==> config.mk <==
export PLATFORM = sky130hd
export DESIGN_NAME = keypad_encoder_seq
export DESIGN_NICKNAME = d
export VERILOG_FILES = /design/src/rtl/keypad_encoder_seq.sv
export SDC_FILE = /design/constraint.sdc
export NUM_CORES = 1
export LEC_CHECK = 0
export CAP_MARGIN = 20
export CORE_UTILIZATION = 40
export CTS_BUF_LIST = sky130_fd_sc_hd__clkbuf_8
export DETAILED_ROUTE_END_ITERATION = 8
export SETUP_SLACK_MARGIN = 0.05
export SLEW_MARGIN = 30
export SYNTH_ARGS = -nofsm -noshare
export SYNTH_HDL_FRONTEND = slang
export SYNTH_SLANG_ARGS = --single-unit
==> constraint.sdc <==
create_clock -name clk -period 2.2 [get_ports clk]
set_input_delay 0.44 -clock clk [delete_from_list [all_inputs] [get_ports clk]]
set_output_delay 0.44 -clock clk [all_outputs]
set_load 0.01 [all_outputs]
==> src/rtl/keypad_encoder_seq.sv <==
// Keypad encoder: synchronises an N-key one-hot keypad, debounces it, rejects multi-key
// patterns, optionally auto-repeats, and drives the digit-load strobe or a divided tick.
//
// state      | meaning
// S_IDLE     | waiting for a single synchronised key while enabled
// S_DEBOUNCE | candidate captured, counting stable samples
// S_PRESSED  | key accepted, loadn low, optional auto-repeat running
// S_RELEASE  | counting all-zero samples before a new key may be taken
module keypad_encoder_seq #(
  parameter int NKEYS           = 10,
  parameter int DW              = 4,
  parameter int DEBOUNCE_CYCLES = 4,
  parameter int REPEAT_CYCLES   = 0,
  parameter int TICK_DIV        = 100
) (
  input  logic             clk,
  input  logic             rstn,
  input  logic [NKEYS-1:0] key,
  input  logic             enbn,
  output logic [DW-1:0]    D,
  output logic             loadn,
  output logic             pgt,
  output logic             strobe,
  output logic             multi,
  output logic             tick
);

  localparam int CW = (DEBOUNCE_CYCLES > 1) ? $clog2(DEBOUNCE_CYCLES) : 1;
  localparam int RW = (REPEAT_CYCLES > 1) ? $clog2(REPEAT_CYCLES) : 1;
  localparam int TW = $clog2(TICK_DIV);
  localparam logic [CW-1:0]    CNT_LAST  = CW'(DEBOUNCE_CYCLES - 1);
  localparam logic [RW-1:0]    REP_LAST  = RW'((REPEAT_CYCLES > 0) ? REPEAT_CYCLES - 1 : 0);
  localparam logic [TW-1:0]    TICK_PRE  = TW'(TICK_DIV - 2);
  localparam logic [TW-1:0]    TICK_LAST = TW'(TICK_DIV - 1);
  localparam logic [NKEYS-1:0] KS_ONE    = NKEYS'(1);

  typedef enum logic [1:0] {S_IDLE, S_DEBOUNCE, S_PRESSED, S_RELEASE} state_t;

  state_t           state, state_nx;
  logic [NKEYS-1:0] sync1, ks, cand, cand_nx;
  logic [CW-1:0]    cnt, cnt_nx;
  logic [RW-1:0]    rep, rep_nx;
  logic [DW-1:0]    d_nx, cand_idx;
  logic             strobe_nx;
  logic [TW-1:0]    div_cnt;
  logic             ks_single, ks_many;

  assign ks_many   = (ks & (ks - KS_ONE)) != '0;
  assign ks_single = (ks != '0) && !ks_many;

  always_comb begin
    cand_idx = '0;
    for (int i = 0; i < NKEYS; i++)
      if (cand[i]) cand_idx = DW'(i);
  end

  always_ff @(posedge clk or negedge rstn) begin
    if (!rstn) begin
      sync1  <= '0;
      ks     <= '0;
      state  <= S_IDLE;
      cand   <= '0;
      cnt    <= '0;
      rep    <= '0;
      D      <= '0;
      strobe <= 1'b0;
      multi  <= 1'b0;
    end else begin
      sync1  <= key;
      ks     <= sync1;
      state  <= state_nx;
      cand   <= cand_nx;
      cnt    <= cnt_nx;
      rep    <= rep_nx;
      D      <= d_nx;
      strobe <= strobe_nx;
      multi  <= ks_many;
    end
  end

  always_comb begin
    state_nx  = state;
    cand_nx   = cand;
    cnt_nx    = cnt;
    rep_nx    = rep;
    d_nx      = D;
    strobe_nx = 1'b0;
    if (enbn) begin
      state_nx = S_IDLE;
      cnt_nx   = '0;
      rep_nx   = '0;
    end else begin
      case (state)
        S_IDLE: begin
          if (ks_single) begin
            state_nx = S_DEBOUNCE;
            cand_nx  = ks;
            cnt_nx   = '0;
          end
        end
        S_DEBOUNCE: begin
          if (ks != cand) begin
            state_nx = S_IDLE;
          end else if (cnt == CNT_LAST) begin
            state_nx  = S_PRESSED;
            d_nx      = cand_idx;
            strobe_nx = 1'b1;
            rep_nx    = '0;
          end else begin
            cnt_nx = cnt + CW'(1);
          end
        end
        S_PRESSED: begin
          // a release or change takes priority over a coincident repeat point
          if (ks != cand) begin
            state_nx = S_RELEASE;
            cnt_nx   = '0;
          end else if (REPEAT_CYCLES > 0) begin
            if (rep == REP_LAST) begin
              strobe_nx = 1'b1;
              rep_nx    = '0;
            end else begin
              rep_nx = rep + RW'(1);
            end
          end
        end
        S_RELEASE: begin
          if (ks != '0)             cnt_nx = '0;
          else if (cnt == CNT_LAST) state_nx = S_IDLE;
          else                      cnt_nx = cnt + CW'(1);
        end
        default: state_nx = S_IDLE;
      endcase
    end
  end

  // free-running divider; tick is registered so it is high while div_cnt == TICK_DIV-1
  always_ff @(posedge clk or negedge rstn) begin
    if (!rstn) begin
      div_cnt <= '0;
      tick    <= 1'b0;
    end else begin
      div_cnt <= (div_cnt == TICK_LAST) ? '0 : div_cnt + TW'(1);
      tick    <= (div_cnt == TICK_PRE);
    end
  end

  assign loadn = (state != S_PRESSED);
  assign pgt   = enbn ? tick : strobe;

endmodule

---- Yosys cells after proc, flatten, opt, wreduce, memory -nomap -nowiden ----
Cells that the tools add are included.
cells by class
  multiplexer cells ....................... 30
  bitwise gates (word level) .............. 3
  reductions and logical operators ........ 9
  equality and inequality tests ........... 14
  add/sub/neg operators ................... 3
operators by type and width
  kind                                                                  count
  2-bit two-way mux                                                     15
  4-bit two-way mux                                                     6
  10-bit nonzero test                                                   2
  2-bit case mux with 4 select lines                                    2
  3-bit inequality test, second input constant                          5
  7-bit == test, second input constant                                  2
  10-bit bitwise AND                                                    1
  10-bit inequality test                                                1
  10-bit by 1-bit subtractor with 10-bit output, second input constant  1
  7-bit by 1-bit adder with 7-bit output, second input constant         1
  7-bit two-way mux                                                     1
  2-bit == test, second input constant                                  3
  1-bit two-way mux                                                     6
  3-bit AND reduction                                                   2
  5-bit AND reduction                                                   1
  4-bit inequality test, second input constant                          1
  4-bit AND reduction                                                   1
  2-bit by 1-bit adder with 2-bit output, second input constant         1
  2-bit by 1-bit == test with 1-bit output, second input constant       1
  2-bit logical NOT                                                     1
  2-bit inequality test, second input constant                          1
  1-bit NOT                                                             2
  1-bit logical AND                                                     1
  1-bit logical NOT                                                     1
storage, ports and cells
  register bits ........................... 48
  output and inout bits ................... 9
  input bits .............................. 13
  logic and storage cells ................. 69

---- Logic depth before layout (Yosys ltp) ----
Gate-level depths: netlist (run 1).
  word-level depth ........................ 9
  depth in mapped cells ................... 8
  depth with buffers taken out ............ 6

---- Worst setup path before layout (run 1) ----
OpenSTA, ideal clock, no wires.
  path kind ............................... register -> register
  from .................................... reg ks[0]
  to ...................................... reg cnt[0]
  clock period less this slack ............ 2.329 ns
  data required time ...................... 2.073 ns
  cell stages (with the launch flop) ...... 7
  buffers on the path ..................... 1
  path slack .............................. -0.129 ns
  setup time .............................. 0.127 ns
  data arrival time ....................... 2.202 ns
  cells stage by stage .................... dfrtp_1 > clkbuf_1 > xor2_1 > nor4_1 > mux2_2 > o31a_1 > mux2_1
on the way
  cells in the longest elaborated chain, start to end .. 7
  elaborated cells on any way between the ends .. 14
  those cells by class .................... add/sub: 1; eq/ne: 4; mux: 3; bitwise: 1; reduce/logical: 5
RTL lines
  element                                        line  text
  from (decl)                                    40    logic [NKEYS-1:0] sync1, ks, cand, cand_nx;
  from (signal assigned)                         70    ks <= sync1;
  10-bit by 1-bit subtractor with 10-bit output  48    assign ks_many = (ks & (ks - KS_ONE)) != '0;
  10-bit bitwise AND                             48
  10-bit nonzero test                            48
  1-bit logical NOT                              49    assign ks_single = (ks != '0) && !ks_many;
  1-bit logical AND                              49
  3-bit inequality test (no source line)         -
  3-bit AND reduction (no source line)           -
  to (signal assigned)                           73    cnt <= cnt_nx;
  to (decl)                                      41    logic [CW-1:0] cnt, cnt_nx;
Parallel ways exist; a longest one is shown, timed or not.
A chain may end at the register's enable or synchronous reset.

---- Worst setup path after layout (run 1) ----
  from .................................... reg ks[4]
  to ...................................... reg cand[4]
on the way
  cells in the longest elaborated chain, start to end .. 6
  elaborated cells on any way between the ends .. 7
  those cells by class .................... add/sub: 1; bitwise: 1; reduce/logical: 5
RTL lines
  element                                        line  text
  10-bit by 1-bit subtractor with 10-bit output  48
  10-bit bitwise AND                             48
  10-bit nonzero test                            48
  1-bit logical NOT                              49
  1-bit logical AND                              49
  3-bit AND reduction (no source line)           -
  to (signal assigned)                           72    cand <= cand_nx;
  to (decl)                                      40
Parallel ways exist; a longest one is shown, timed or not.

==> results of run 1 <==
## timing repair
action                     4_1_cts  5_1_grt
setup endpoints to repair       11       13
gates resized for setup         16        5
buffers inserted                 4        0
hold buffers                     0        0
pin swaps                        3        2
## power groups by stage
stage | logic, mW | registers (mW) | clock network (mW)
2_1_floorplan | 0.0896 | 0.967 | 0
3_3_place_gp | 0.170 | 0.970 | 0
3_5_place_dp | 0.176 | 0.972 | 0
4_1_cts | 0.193 | 0.957 | 0.555
5_1_grt | 0.214 | 0.965 | 0.594
6_report | 0.195 | 0.957 | 0.542
## logic make-up (layout without fill, tap and decap cells)
logic type,Yosys count,count (layout)
buffers and inverters,11,63
and+or+nand+nor,38,38
DFF,48,48
AOI/OAI and AO/OA,30,30
muxes,13,13
xor gates and xnor gates,13,13
adders and majority gates,4,4
## registers in the layout, indices dropped and copies added (netlist names)
register and flops:
ks 10, strobe 1, tick 1, state 2
div_cnt 7, D 4, cand 10, multi 1
sync1 10, cnt 2
## critical path: cells and delay by family (launching register included)
| kind | cells | cell delay [ns] |
|---|---|---|
| buffers and inverters | 1 | 0.19 |
| multiplexers | 1 | 0.31 |
| flip-flops | 1 | 0.39 |
| AND/OR/NAND/NOR | 2 | 0.87 |
| AO/OA/AOI/OAI | 1 | 0.32 |
## how the worst max path moves through the flow
stage | to | slack [ns]
floorplan | cand[0]$_DFFE_PN0P_ | -0.08
global placement | cand[7]$_DFFE_PN0P_ | -0.01
detailed placement | cand[7]$_DFFE_PN0P_ | -0.06
CTS | cnt[0]$_DFFE_PN0P_ | -0.03
global route | cand[4]$_DFFE_PN0P_ | -0.07
finish | cand[4]$_DFFE_PN0P_ | 0.009
## routing by layer
layer	up-vias	share of wire (%)
met5	-	0
met4	0	1.3
met3	6	2.9
met2	27	49
met1	626	47
li1	666	-
## through the flow
stage	total power, mW	instances	setup WS (ns)	util (%)
2_1_floorplan	1.06	157	-0.0779	-
3_3_place_gp	1.14	264	-0.0128	52.2
3_5_place_dp	1.15	264	-0.0605	52.2
6_report	1.69	276	0.00864	56.6
4_1_cts	1.70	276	-0.0309	56.2
5_1_grt	1.77	276	-0.0738	56.6
## placed cells by master (no fill, tap or decap), types with 2 or more instances in the layout
cell type	netlist	layout
dfrtp_1	48	48
buf_4	0	22
clkdlybuf4s50_1	0	19
nand2_1	10	10
mux2_4	5	10
inv_1	7	7
a21oi_1	7	7
xnor2_1	10	7
clkbuf_8	0	6
o21ai_0	7	5
nor2_1	4	4
nand3_1	4	3
xor2_1	3	3
nor4_4	1	3
xnor2_2	0	3
o21ai_1	2	3
o21bai_1	3	3
buf_6	1	3
mux2_2	6	2
or4_4	1	2
o21ai_2	1	2
o31a_1	2	2
and2_1	2	2
nand4_1	2	2
nor3_1	3	2
ha_1	2	2
buf_12	0	2
## final cells by class
cell class	instances	area, um2	area share [%]
Inverter	7	26.3	0.970
Timing Repair Buffer	48	443	16.4
Clock inverter	2	11.3	0.416
Clock buffer	6	82.6	3.05
Tap cell	67	83.8	3.10
Multi-Input combinational cell	98	860	31.7
Sequential cell	48	1200	44.4
==> impl_metrics.env, run 1 <==
export IMPL_critPathLaunchType="flip-flop"
export IMPL_synth_top_family_by_area="simple AND/OR/NAND/NOR gates"
export IMPL_setup_viol=0
export IMPL_die_x_um=73.0
export IMPL_fin_tns_setup_ns=0
export IMPL_gp_congestion=0.814
export IMPL_grtUsageMet3_pct=4.56
export IMPL_crit_slowest_cell="or4_4"
export IMPL_reg2regPathDepth=5
export IMPL_p_per_area_nw_per_um2=626
export IMPL_synth_compound_area_share_pct=10.0
export IMPL_first_pass_iters=4
export IMPL_p_seq_share_pct=56.5
export IMPL_ios=22
export IMPL_synthToLayoutAreaGrowth_pct=34.4
export IMPL_cp_data_required_time_ns=2.38
export IMPL_netlist_top_cells_area="dfrtp_1, xnor2_1, mux2_4"
export IMPL_synth_edff_count=0
export IMPL_p_sw_uw=414
export IMPL_ys_ff_latch=48
export IMPL_clk_latency_ns=0.30
export IMPL_ys_seq_area_share_pct=59.6
export IMPL_cts_clk_slew_worst_paths_ns=0.09
export IMPL_slew_headroom_pct=55.6
export IMPL_syn_area_um2=2010
export IMPL_worstMarginPinSlew_ns=0.660
export IMPL_post_dp_hpwl_um=2600
export IMPL_grt_pass1_vias=1367
export IMPL_yosysMostFrequentCell="dfrtp_1"
export IMPL_nets=223
export IMPL_crit_start="ks[4]$_DFF_PN0_"
export IMPL_cts_tree="yes"
export IMPL_worstHoldPathType="input port to asynchronous set/reset pin"
export IMPL_wl_um=3790
export IMPL_r2r_end="cand[4]$_DFFE_PN0P_"
export IMPL_drtAntennaViolNets=0
export IMPL_crit_type="flip-flop to flip-flop"
export IMPL_grt_start_max_net_pins=26
export IMPL_cts_made_buffers=5
export IMPL_wl_per_cell_um=13.7
export IMPL_fin_area_um2=2710
export IMPL_synth_top_area_share_pct=59.6
export IMPL_p_clk_share_pct=32.0
export IMPL_r2r_start="ks[4]$_DFF_PN0_"
export IMPL_drc_errors=0
export IMPL_synthCells=157
export IMPL_cts_root_buffer="clkbuf_8"
export IMPL_synthMuxAreaShare_pct=8.14
export IMPL_via_count=1325
export IMPL_yosys_area_share_xor_xnor_pct=5.65
export IMPL_timing_hold_ws_ns=0.112
export IMPL_initial_core_util_pct=42.1
export IMPL_path_cells="or4_4, o31a_1, nor4b_4, buf_12, mux2_4"
export IMPL_status="completed"
export IMPL_drt_iter0_markers=60
export IMPL_synth_cell_types=42
export IMPL_end_kind="flip-flop"
export IMPL_syn_avg_cell_area_um2=12.8
export IMPL_met2_usage_pct=26.6
export IMPL_fp_row_count=25
export IMPL_internal_power_mw=1.28
export IMPL_synthSimpleGateAreaFrac_pct=11.9
export IMPL_grt_pass1_wl_um=6530
export IMPL_power_frac_comb_pct=11.5
export IMPL_grt_overflow=0
export IMPL_core_area_um2=4790
export IMPL_synth_nets=172
export IMPL_fp_dieH_um=73.0
export IMPL_gr_usage_all_layers_pct=16.7
export IMPL_cp_data_arrival_time_ns=2.38
export IMPL_rsz0062_at_grt="yes"
export IMPL_cts_htree_levels=2
export IMPL_grt_use_met1_pct=22.4
export IMPL_drive_gt1_share_pct=30.6
export IMPL_antenna_found_initial=0
export IMPL_yosysTopAreaCell="dfrtp_1"
export IMPL_nFillCells=397
export IMPL_drv_cap=0
export IMPL_yosysWarnings=0
export IMPL_via_per_inst=4.80
export IMPL_port_buffers=21
export IMPL_gr_max_usage_layer="met2"
export IMPL_drv_slew=0
export IMPL_peakVddDrop_mv=0.366
export IMPL_cts_sinks=48
export IMPL_dpl_cell_area_um2=2500
export IMPL_swShare_pct=24.4
export IMPL_p_leak_nw=1.17
export IMPL_fmax_mhz=456
export IMPL_crit_fanout=11
export IMPL_finalCritPeriodShare_pct=99.6
export IMPL_async_flop_share_pct=100
export IMPL_r2r_slack_ns=0.009
export IMPL_yosys_area_share_adder_pct=2.24
export IMPL_clockBufferDepth=2
export IMPL_period_needed_ns=2.19
export IMPL_dieArea_um2=5320
export IMPL_skew_ns=0.0114
export IMPL_ys_flop_type="dfrtp_1"
export IMPL_slowest_delay_ns=0.59
export IMPL_synth_common_cells="dfrtp_1, nand2_1, xnor2_1"
export IMPL_diodes=0
export IMPL_hold_viol=0
No activity file was read; power rests on OpenSTA's default activity.
==> run 2: changes to the inputs <==
- ABC_CLOCK_PERIOD_IN_PS: unset -> 2200
==> results of run 2 <==
Final layout, timing and power as in run 1 (identical DEF).
